[src/rtl/cdc_pkg.sv]
// Shared definitions for the two-phase (toggle) CDC handshake sender.
//   state_t          : sender FSM states
//   SYNC_STAGES_DEF  : default depth of the ack synchronizer
//   cnt_width()      : bit width of a counter that must hold 0..cyc
package cdc_pkg;

  typedef enum logic {
    IDLE     = 1'b0,
    WAIT_ACK = 1'b1
  } state_t;

  localparam int unsigned SYNC_STAGES_DEF = 2;

  function automatic int unsigned cnt_width(input int unsigned cyc);
    return $clog2(cyc + 1);
  endfunction

endpackage

[src/rtl/cdc_sync_chain.sv]
// N-stage flop synchronizer for a single asynchronous bit.
// Ports:
//   clk   in  destination clock
//   rst_n in  asynchronous active-low reset (clears every stage)
//   d     in  asynchronous input
//   q     out synchronized output (last stage)
module cdc_sync_chain #(
  parameter int unsigned N = 2
) (
  input  logic clk,
  input  logic rst_n,
  input  logic d,
  output logic q
);

  logic [N-1:0] stages;

  always_ff @(posedge clk or negedge rst_n) begin
    if (!rst_n) begin
      stages <= '0;
    end else begin
      stages <= {stages[N-2:0], d};
    end
  end

  assign q = stages[N-1];

endmodule

[src/rtl/cdc_handshake_tx.sv]
// Source side of the two-phase toggle req/ack clock-domain crossing.
// A word accepted on in_valid/in_ready is held on data_out while req_out
// toggles; the transaction completes when the synchronized ack_in toggles.
// Optional macro CDC_TX_TIMEOUT_EN adds a sticky ack-timeout flag.
// Ports:
//   clk_src, rst_n_src : source clock, async active-low reset
//   in_valid/in_ready/in_data : upstream valid/ready word interface
//   req_out, data_out  : registered request toggle and held word
//   ack_in             : asynchronous ack toggle from destination
//   done               : one-cycle pulse on acknowledge
//   busy               : transaction outstanding
//   err_timeout        : sticky ack timeout (0 when macro undefined)
module cdc_handshake_tx
  import cdc_pkg::*;
#(
  parameter int unsigned DATA_W      = 8,
  parameter int unsigned SYNC_STAGES = SYNC_STAGES_DEF,
  parameter int unsigned TIMEOUT_CYC = 1024
) (
  input  logic              clk_src,
  input  logic              rst_n_src,
  input  logic              in_valid,
  output logic              in_ready,
  input  logic [DATA_W-1:0] in_data,
  output logic              req_out,
  output logic [DATA_W-1:0] data_out,
  input  logic              ack_in,
  output logic              done,
  output logic              busy,
  output logic              err_timeout
);

  if (SYNC_STAGES < 2 || SYNC_STAGES > 4 || TIMEOUT_CYC == 0) begin : g_bad_param
    $error("cdc_handshake_tx: SYNC_STAGES must be 2..4 and TIMEOUT_CYC nonzero");
  end

  state_t state, state_next;
  logic   ack_sync;
  logic   ack_seen;
  logic   ack_edge;
  logic   accept;
  logic   ack_done;

  cdc_sync_chain #(.N(SYNC_STAGES)) u_ack_sync (
    .clk   (clk_src),
    .rst_n (rst_n_src),
    .d     (ack_in),
    .q     (ack_sync)
  );

  // ack_seen tracks the last ack parity consumed; any difference is a new toggle.
  assign ack_edge = ack_sync ^ ack_seen;
  assign accept   = in_ready & in_valid;
  assign ack_done = busy & ack_edge;

  always_ff @(posedge clk_src or negedge rst_n_src) begin
    if (!rst_n_src) begin
      state <= IDLE;
    end else begin
      state <= state_next;
    end
  end

  always_comb begin
    state_next = state;
    case (state)
      IDLE:     if (in_valid) state_next = WAIT_ACK;
      WAIT_ACK: if (ack_edge) state_next = IDLE;
    endcase
  end

  always_comb begin
    in_ready = (state == IDLE);
    busy     = (state == WAIT_ACK);
  end

  // An ack toggle seen in IDLE only resynchronizes parity; it never pulses done.
  always_ff @(posedge clk_src or negedge rst_n_src) begin
    if (!rst_n_src) begin
      req_out  <= 1'b0;
      data_out <= '0;
      done     <= 1'b0;
      ack_seen <= 1'b0;
    end else begin
      done <= ack_done;
      if (ack_edge) ack_seen <= ack_sync;
      if (accept) begin
        data_out <= in_data;
        req_out  <= ~req_out;
      end
    end
  end

`ifdef CDC_TX_TIMEOUT_EN
  localparam int unsigned      CNT_W    = cnt_width(TIMEOUT_CYC);
  localparam logic [CNT_W-1:0] TO_LIMIT = CNT_W'(TIMEOUT_CYC);

  logic [CNT_W-1:0] to_cnt;

  // Flag rises on the edge where the saturating count reaches the limit;
  // completion of the transaction takes priority and clears it.
  always_ff @(posedge clk_src or negedge rst_n_src) begin
    if (!rst_n_src) begin
      to_cnt      <= '0;
      err_timeout <= 1'b0;
    end else begin
      if (accept) begin
        to_cnt <= '0;
      end else if (busy && to_cnt != TO_LIMIT) begin
        to_cnt <= to_cnt + CNT_W'(1);
      end
      if (ack_done) begin
        err_timeout <= 1'b0;
      end else if (busy && to_cnt >= TO_LIMIT - CNT_W'(1)) begin
        err_timeout <= 1'b1;
      end
    end
  end
`else
  assign err_timeout = 1'b0;
`endif

endmodule

[config.mk]
export PLATFORM = sky130hd
export DESIGN_NAME = cdc_handshake_tx
export DESIGN_NICKNAME = d
export VERILOG_FILES = /design/src/rtl/cdc_pkg.sv /design/src/rtl/cdc_sync_chain.sv /design/src/rtl/cdc_handshake_tx.sv
export SDC_FILE = /design/constraint.sdc
export NUM_CORES = 1
export LEC_CHECK = 0
export ABC_AREA = 1
export CORE_UTILIZATION = 30
export DETAILED_ROUTE_END_ITERATION = 16
export PLACE_DENSITY = 0.6
export RECOVER_POWER = 50
export SLEW_MARGIN = 15
export SYNTH_ARGS = -nofsm -noshare
export SYNTH_HDL_FRONTEND = slang
export SYNTH_HIERARCHICAL = 1
export SYNTH_SLANG_ARGS = --single-unit
export TNS_END_PERCENT = 5
[constraint.sdc]
create_clock -name clk_src -period 1.2 [get_ports clk_src]
set_clock_uncertainty 0.15 [all_clocks]
set_input_delay 0.12 -clock clk_src [delete_from_list [all_inputs] [get_ports clk_src]]
set_output_delay 0.12 -clock clk_src [all_outputs]
set_load 0.02 [all_outputs]
# ---- Word-level counts from Yosys, hierarchy flattened
# Index checks and enable logic that the tools add are counted.
dict set report totals {
  ff_bits 14
  n_memories 0
  in_bits 12
  latchBits 0
  ramBits 0
  mem_bits_ro 0
  out_inout_bits 13
}
dict set report op_classes {
  reduce_logical 0
  n_addsub 0
  bitwise 5
  magnitude_cmp 0
  div 0
  n_mux 3
  eq_ne 0
  multipliers 0
  shifts 0
}
# operator n
set ops {}
lappend ops {{1-bit bitwise AND} 2}
lappend ops {{1-bit two-way mux} 2}
lappend ops {{1-bit NOT} 2}
lappend ops {{1-bit case mux with 2 select lines} 1}
lappend ops {{1-bit bitwise XOR} 1}

# ---- Logic depth before layout (Yosys ltp)
# Gate-level depths: netlist (run 1).
dict set report depth {
  ltp_word 3
  mapped_depth 5
  ltp_nobuf 5
}

# ---- Modules after synthesis
# The synthesis (run 1) kept the hierarchy.
# mod n_inst area_per_inst_um2 cells_each seq_area_each_um2
set modules_own_cells {}
lappend modules_own_cells {cdc_handshake_tx 1 485.5 54 300.3}
lappend modules_own_cells {cdc_sync_chain 1 50.0 2 50.0}

# ---- Worst setup path after synthesis (run 1)
# No wires, ideal clock.
dict set report synth_path {
  kind {reg2reg}
  startpoint {register state (netlist: busy)}
  endpoint {register req_out}
  synth_period_minus_slack_ns 1.175
  setup_slack_ns 0.025
  stages_incl_launch_ff 6
  arrival_time_ns 0.908
  t_required_ns 0.934
  cell_sequence {dfrtp_1 inv_2 nand2_4 buf_8 nand2_1 nand2_1}
}
dict set report synth_between {
  elab_chain_len 2
}
# item line
set synth_lines {}
lappend synth_lines {{start: declaration} cdc_handshake_tx.sv:37} ;# state_t state, state_next;
lappend synth_lines {{start signal: assignment} cdc_handshake_tx.sv:60} ;# state <= state_next;
lappend synth_lines {{1-bit NOT} n/a}
lappend synth_lines {{net in_ready} cdc_handshake_tx.sv:23} ;# output logic in_ready,
lappend synth_lines {{1-bit bitwise AND} cdc_handshake_tx.sv:53} ;# assign accept = in_ready & in_valid;
lappend synth_lines {{end signal: assignment} cdc_handshake_tx.sv:89} ;# req_out <= ~req_out;
lappend synth_lines {{end: declaration} cdc_handshake_tx.sv:25} ;# output logic req_out,
# The timed path passes the listed nets, and every way through them passes these cells.
# A chain may end at the register's enable or synchronous reset.

# ---- Final worst setup path (run 1)
dict set report layout_path {
  startpoint {register state (netlist: busy)}
  endpoint {output port in_ready}
}
dict set report layout_between {
  elab_chain_len 1
}
# item line
set layout_lines {}
lappend layout_lines {{1-bit NOT} n/a}
lappend layout_lines {{end: declaration} cdc_handshake_tx.sv:23}
# Every way passes these cells.

==> impl_metrics.ini, run 1 <==
[final_layout]
diodes = 0
syn2layout_area_growth_pct = 49.53
layout-drive-gt1-share = 0.2824
nFillCells = 157
utilization = 0.5024
seq_area_um2 = 350.3
finalNonFillerCells = 109
multi_input_area_um2 = 148.9
finish.net_count = 98

[routing]
drc = 3
first_pass_iters = 10
totalWireLength_mm = 1.058
ant_nets = 0
wl_per_cell_um = 9.706
vias = 439
via_per_inst = 4.028
drt-initial-drc-count = 5

[yosys]
syn_nets = 68
avgSynthCellArea_um2 = 9.563
ys_seq_elements = 14
yosysSeqAreaShare = 0.6542
syn_inst = 56
ys_types = 12
yosys_warnings = 6
netlist_area_um2 = 535.5

[power_and_ir_drop]
peakVddDrop_mv = 0.8368
p_clk_frac = 0.232
p_int_mw = 0.9557
p_per_area_nw_per_um2 = 1817
p_sw_mw = 0.4993
p_leak_nw = 0.4317
switching_share = 0.3432
power_mw = 1.455
seq_power_share = 0.428
p_comb_frac = 0.340

[setup_path]
crit_buf_inv = 2
cp_slowest_cell = dfrtp_1
crit_fanout = 3
worstSetupPathType = reg -> out
worstPathArrival_ns = 0.89
start_kind = flop
crit_path_max_incr_delay_ns = 0.40
end_kind = primary output
path_cells = inv_2, buf_2
cp_top_family = flip-flops
required_ns = 0.93

[flow_run]
maxCapViolations = 0

[outcome]
outcome = finished with violations
violations = DRC

[clock_tree]
numCtsBuffers = 3
clkSinkCount = 14
tritoncts = done
clockBufferDepth = 2
clkSlewWorstSetupHoldPaths_ns = 0.08
root_buffer = clkbuf_4
postCtsSetupRepairBufs = 0
clk_latency_ns = 0.27
htree_levels = 1

[sta]
layout_setup_ws_ns = 0.04011
hold_viol = 0
max_freq_mhz = 862.2
setup_viol_count_final = 0
grt_setup_unrepaired = false
fin_crit_ns = 1.160
slew_viol_final = 0
tns_ns = 0
finalCritPeriodShare = 0.9666

[place]
dp.cells = 104
io_buffers = 23
dp.final_hpwl_um = 750
globalplace.congestion = 0.6847
place_ws_ns = -0.1071

[floorplanning]
die_h_um = 44.25
io_pins = 25
initial_core_util = 0.3359
die_area_um2 = 1958
rows = 14
core_area_um2 = 1594
die_x_um = 44.25

[hold_path]
hold_path.class = reg -> reg

[grt]
grt_pass1_wl_mm = 1.821
first_global_vias = 424
grt.overflow.total = 0
antenna_found_initial = 0
grt_max_degree = 15
grtUsageTotal = 0.1301
==> stage by stage <==
stage	instance area [um^2]	hold WS, ns
global route	800.8	0.2275
global placement	799.5	0.1867
CTS	834.6	0.1330
floorplan	535.5	-0.3256
detailed placement	799.5	0.1847
finish	800.8	0.2025
==> kinds of logic after synthesis <==
group / synth area share
simple gates: 0.2453
flops: 0.6542
other cells: 0.007003
buf+inv: 0.08411
compound gates: 0.009337
==> cells in the mapped netlist, drive strengths merged <==
master / n / share of area
inv: 5 / 0.035
a21oi: 1 / 0.0093
nand2: 31 / 0.24
conb: 1 / 0.0070
clkbuf: 1 / 0.0070
buf: 2 / 0.042
dfrtp: 14 / 0.65
nand3: 1 / 0.0093
==> power groups by stage <==
stage	clock [mW]	combinational [mW]	sequential, mW
2_1_floorplan	0	0.147	0.759
3_3_place_gp	0	0.579	0.630
3_5_place_dp	0	0.583	0.635
4_1_cts	0.346	0.533	0.626
5_1_grt	0.371	0.543	0.634
6_report	0.338	0.495	0.622
==> metal layers <==
layer | GRT usage | share of wire | routed length [um] | vias up
li1 | - | - | - | 222
met1 | 0.1567 | 0.43 | 451 | 196
met2 | 0.2029 | 0.46 | 490 | 21
met5 | 0 | 0 | 0 | -
met3 | 0.05714 | 0.11 | 116 | 0
met4 | 0.05455 | 0 | 0 | 0
==> final cells by class <==
class	instances	area share
sequential	14	0.4375
timing repair buffer	28	0.2672
inverter	5	0.02656
tap	24	0.03750
multi-input combinational	34	0.1859
clock buffer	4	0.04531
==> state kept, by name (all words and copies together) (netlist names) <==
signal             count
done                   1
busy                   1
u_ack_sync/stages      2
req_out                1
data_out               8
ack_seen               1
==> path summary, 6_finish.rpt <==
path | start | endpoint | slack (ns) | cells after the start
worst max-delay path | busy | in_ready | 0.04 | 2
worst min-delay path | u_ack_sync/stages[0] | u_ack_sync/stages[1] | 0.20 | 0
worst max register to register | busy | data_out[4] | 0.09 | 6
worst min register to register | u_ack_sync/stages[0] | u_ack_sync/stages[1] | 0.20 | 0
max in group asynchronous | rst_n_src | data_out[7] | 0.09 | 3
min in group asynchronous | rst_n_src | done | 0.58 | 3
==> what timing repair did <==
action,in CTS,in global routing
hold buffers,1,0
resized for setup,39,9
pin swaps,0,0
endpoints found under the setup margin,12,16
hold endpoints to repair,7,0
==> cell usage in the layout, fill, tap and decap left out <==
cell and instances:
nand2_1 29, dfrtp_1 14, buf_2 11, clkdlybuf4s50_1 10
inv_1 3, clkbuf_4 3, buf_4 3, dlygate4sd3_1 2
inv_2 1, a21oi_1 1, nand3_1 1, nand2_8 1
inv_4 1, nand2_2 1, conb_1 1, clkbuf_8 1
clkdlybuf4s15_2 1, clkbuf_2 1
No activity file was read; power rests on OpenSTA's default activity.
==> run 2: changes to the inputs <==
- CTS_CLUSTER_DIAMETER: not set -> 150
- RECOVER_POWER: 50 -> not set
==> run 2 against run 1 <==
Against the previous run: first-iteration DRC count did not move; sequential share of layout area fell by 0.14 points; utilization rose by 0.16 points; critical path depth did not move; die area did not move; largest cell class unchanged; sequential power barely moved; highest routed layer unchanged; global-route usage did not move; the flow still finishes with violations (DRC); design area rose by 0.31%.
==> impl_metrics.ini, run 2 (same netlist as run 1, synthesis figures left out) <==
[final_layout]
diodes = 0
nFillCells = 158
final_cell_mix = nand2_1 (29), dfrtp_1 (14), clkdlybuf4s50_1 (11)
syn2layout_area_growth_pct = 50.00
finish.net_count = 98
final_common_cell = nand2_1
top_regs = data_out x8, u_ack_sync/stages x2
largest_reg_flops = 8
layout-drive-gt1-share = 0.2824
finalNonFillerCells = 109
regMostFlops = data_out
utilization = 0.5039
design_area_um2 = 803.3

[routing]
drt-initial-drc-count = 5
wirelength_met1_um = 451
ant_nets = 0
met3_length_um = 116
via_per_inst = 4.018
first_pass_iters = 10
route.met2.wl_um = 490
wl_per_cell_um = 9.716
drc = 3
top_layer = met3
totalWireLength_mm = 1.059
vias = 438

[power_and_ir_drop]
power_mw = 1.457
peakVddDrop_mv = 0.8370
p_per_area_nw_per_um2 = 1814
p_leak_nw = 0.4324

[setup_path]
worstSetupPathType = reg -> out
required_ns = 0.93
worstPathArrival_ns = 0.89
crit_fanout = 3
rrSetupSlack_ns = 0.09
start_kind = flop
end_kind = primary output

[floorplanning]
initial_core_util = 0.3359
die_x_um = 44.25
die_h_um = 44.25
die_area_um2 = 1958
core_area_um2 = 1594
rows = 14
io_pins = 25

[place]
postPlaceCellArea_um2 = 799.5
dp.final_hpwl_um = 750
globalplace.congestion = 0.6847
place_ws_ns = -0.1071
io_buffers = 23
dp.cells = 104

[sta]
grt_setup_unrepaired = false
fin_crit_ns = 1.160
max_freq_mhz = 862.1
layout_setup_ws_ns = 0.04009
setup_viol_count_final = 0
holdWs_ns = 0.1353
hold_viol = 0
tns_ns = 0
slew_viol_final = 0
finalCritPeriodShare = 0.9666

[grt]
first_global_vias = 424
antenna_found_initial = 0
grt.overflow.total = 0
grt_max_degree = 15
grtUsageTotal = 0.1301
grt_pass1_wl_mm = 1.821

[outcome]
violations = DRC
outcome = finished with violations

[clock_tree]
clkSinkCount = 14
clockBufferDepth = 2
clkSlewWorstSetupHoldPaths_ns = 0.08
tritoncts = done
clk_latency_ns = 0.27
htree_levels = 1
numCtsBuffers = 3
root_buffer = clkbuf_4

[hold_path]
hold_path.class = in -> reg

[flow_run]
maxCapViolations = 0
## run 2: cell count changes in the layout (fill, tap and decap cells not counted)
cell and change:
buf_2 -1, buf_4 +1, clkdlybuf4s50_1 +1, dlygate4sd3_1 -1
## run 2: power by group
part | switching (mW) | internal (mW)
clock | 0.153 | 0.184
sequential | 0.0504 | 0.572
combinational | 0.296 | 0.201
## run 2: per-layer routing
metal | GRT usage | vias to the layer above
met5 | 0 | -
li1 | - | 222
met4 | 0.05455 | 0
met1 | 0.1567 | 195
met2 | 0.2029 | 21
met3 | 0.05714 | 0
## run 2: final timing paths
path,start,endpoint,cells after the start
worst max-delay path,busy,in_ready,2
worst min-delay path,ack_in,u_ack_sync/stages[0],1
worst max register to register,busy,data_out[4],6
worst min register to register,u_ack_sync/stages[0],u_ack_sync/stages[1],0
max in group asynchronous,rst_n_src,data_out[7],3
min in group asynchronous,rst_n_src,done,3
## run 2: final cells by class
type	instances	area, um^2	area share
Tap cell	24	30.03	0.03738
Clock buffer	4	36.28	0.04517
Sequential cell	14	350.3	0.4361
Inverter	5	21.27	0.02648
Multi-Input combinational cell	34	148.9	0.1854
Timing Repair Buffer	28	216.5	0.2695
## run 2: worst max-delay path, stage by stage (launching register included)
cell,delay [ns]
dfrtp_1,0.40
inv_2,0.06
buf_2,0.15
## run 2: what timing repair did
item / CTS / global route
endpoints found under the setup margin: 12 / 16
hold buffers: 1 / 0
setup buffers: 0 / 0
resized for setup: 39 / 9
endpoints found under the hold margin: 7 / 0
==> run 3: changes to the inputs <==
- MAX_ROUTING_LAYER: not set -> met4
==> run 3 against run 2 <==
Against the previous run: the flow still finishes with violations (DRC); global-route usage is 0.40 points higher; combinational power hardly changed; first-iteration DRC count stayed put; non-clock buffer count stayed put; routed wire length hardly changed; via count is 0.46% higher; total power hardly changed; utilization stayed put; die area stayed put; critical path type unchanged; critical endpoint unchanged; largest cell class unchanged; largest power group unchanged.
==> impl_metrics.ini, run 3 (same netlist as run 1, synthesis figures left out) <==
[outcome]
outcome = finished with violations
violations = DRC

[final_layout]
finish.net_count = 98
layout-drive-gt1-share = 0.2824
largest_reg_flops = 8
utilization = 0.5039
final_cell_mix = nand2_1 (29), dfrtp_1 (14), clkdlybuf4s50_1 (11)
regMostFlops = data_out
nFillCells = 158
syn2layout_area_growth_pct = 50.00
finalNonFillerCells = 109
final_common_cell = nand2_1
top_regs = data_out x8, u_ack_sync/stages x2
design_area_um2 = 803.3
diodes = 0

[clock_tree]
tritoncts = done
clk_latency_ns = 0.27
postCtsSetupRepairBufs = 0
clkSinkCount = 14
clkSlewWorstSetupHoldPaths_ns = 0.08
htree_levels = 1
clockBufferDepth = 2
root_buffer = clkbuf_4
numCtsBuffers = 3

[hold_path]
min_from = ack_in
hold_path.class = in -> reg
holdPathEnd = u_ack_sync/stages[0]
hold_path_depth = 1

[routing]
wl_per_cell_um = 9.706
vias = 440
drc = 3
top_layer = met4
via_per_inst = 4.037
wirelength_met1_um = 451
totalWireLength_mm = 1.058
ant_nets = 0
route.met2.wl_um = 475
drt-initial-drc-count = 5
first_pass_iters = 10
met3_length_um = 116

[sta]
grt_setup_unrepaired = false
finalCritPeriodShare = 0.9666
slew_viol_final = 0
max_freq_mhz = 862.1
setup_viol_count_final = 0
hold_viol = 0
holdWs_ns = 0.1354
fin_crit_ns = 1.160

[setup_path]
cp_slowest_cell = dfrtp_1
crit_buf_inv = 2
cp_num_cells = 2
start_kind = flop
reg2reg_to = data_out[4]
worstPathArrival_ns = 0.89
end_kind = primary output
rr_startpoint = busy
required_ns = 0.93
r2r_cells = 6
worstSetupPathType = reg -> out
crit_path_max_incr_delay_ns = 0.40
crit_fanout = 3
rrSetupSlack_ns = 0.09
cp_top_family = flip-flops
path_cells = inv_2, buf_2

[power_and_ir_drop]
p_comb_frac = 0.341
p_clk_frac = 0.232
seq_power_share = 0.427
p_sw_mw = 0.4992
p_int_mw = 0.9574
peakVddDrop_mv = 0.8370
switching_share = 0.3427
p_leak_nw = 0.4324
p_per_area_nw_per_um2 = 1813

[flow_run]
maxCapViolations = 0

[place]
dp.cells = 104
dp.final_hpwl_um = 750
postPlaceCellArea_um2 = 799.5
globalplace.congestion = 0.6918
io_buffers = 23

[grt]
grt_pass1_wl_mm = 1.821
grt.overflow.total = 0
antenna_found_initial = 0
grtUsageTotal = 0.1342
grt_max_degree = 15
first_global_vias = 423

[floorplanning]
initial_core_util = 0.3359
rows = 14
io_pins = 25
die_area_um2 = 1958
die_h_um = 44.25
die_x_um = 44.25
core_area_um2 = 1594
==> run 3: cell counts in the layout (fill, tap and decap cells not counted) <==
Identical to the previous run, type by type.
==> run 3: power groups by stage <==
| stage | registers, mW | clock network [mW] | logic [mW] |
|---|---|---|---|
| 2_1_floorplan | 0.759 | 0 | 0.147 |
| 3_3_place_gp | 0.630 | 0 | 0.579 |
| 6_report | 0.622 | 0.338 | 0.497 |
| 3_5_place_dp | 0.635 | 0 | 0.583 |
| 5_1_grt | 0.635 | 0.371 | 0.545 |
| 4_1_cts | 0.626 | 0.346 | 0.533 |
==> run 3: worst max-delay path by stage <==
stage | from | to
2_1_floorplan | busy | req_out
4_1_cts | req_out | req_out
5_1_grt | done | done
3_5_place_dp | busy | in_ready
6_report | busy | in_ready
3_3_place_gp | busy | in_ready
==> run 3: what timing repair did <==
item                                   in CTS  in global routing
gates cloned                                0                  0
setup endpoints to repair                  12                 16
hold buffers                                1                  0
endpoints found under the hold margin       7                  0
gates resized for setup                    39                  9
==> run 3: routing by layer <==
layer  GRT usage  up-vias
met4     0.05455        0
met2      0.2029       21
met3     0.05714        2
li1            -      222
met1      0.1567      195
met5           -        -
==> run 3: final cells by class <==
class | count | area (um^2) | share of cell area
clock buffer | 4 | 36.28 | 0.04517
inverter | 5 | 21.27 | 0.02648
multi-input combinational | 34 | 148.9 | 0.1854
sequential | 14 | 350.3 | 0.4361
tap | 24 | 30.03 | 0.03738
timing repair buffer | 28 | 216.5 | 0.2695
==> run 3: metrics by stage <==
| step | setup WS (ns) | total power [mW] | TNS [ns] |
|---|---|---|---|
| finish | 0.04010 | 1.457 | 0 |
| global route | 0.0007312 | 1.550 | 0 |
| floorplan | 0.02538 | 0.9055 | 0 |
| detailed placement | -0.1071 | 1.217 | -0.6822 |
| CTS | -0.03627 | 1.504 | -0.03627 |
| global placement | -0.08878 | 1.209 | -0.7641 |
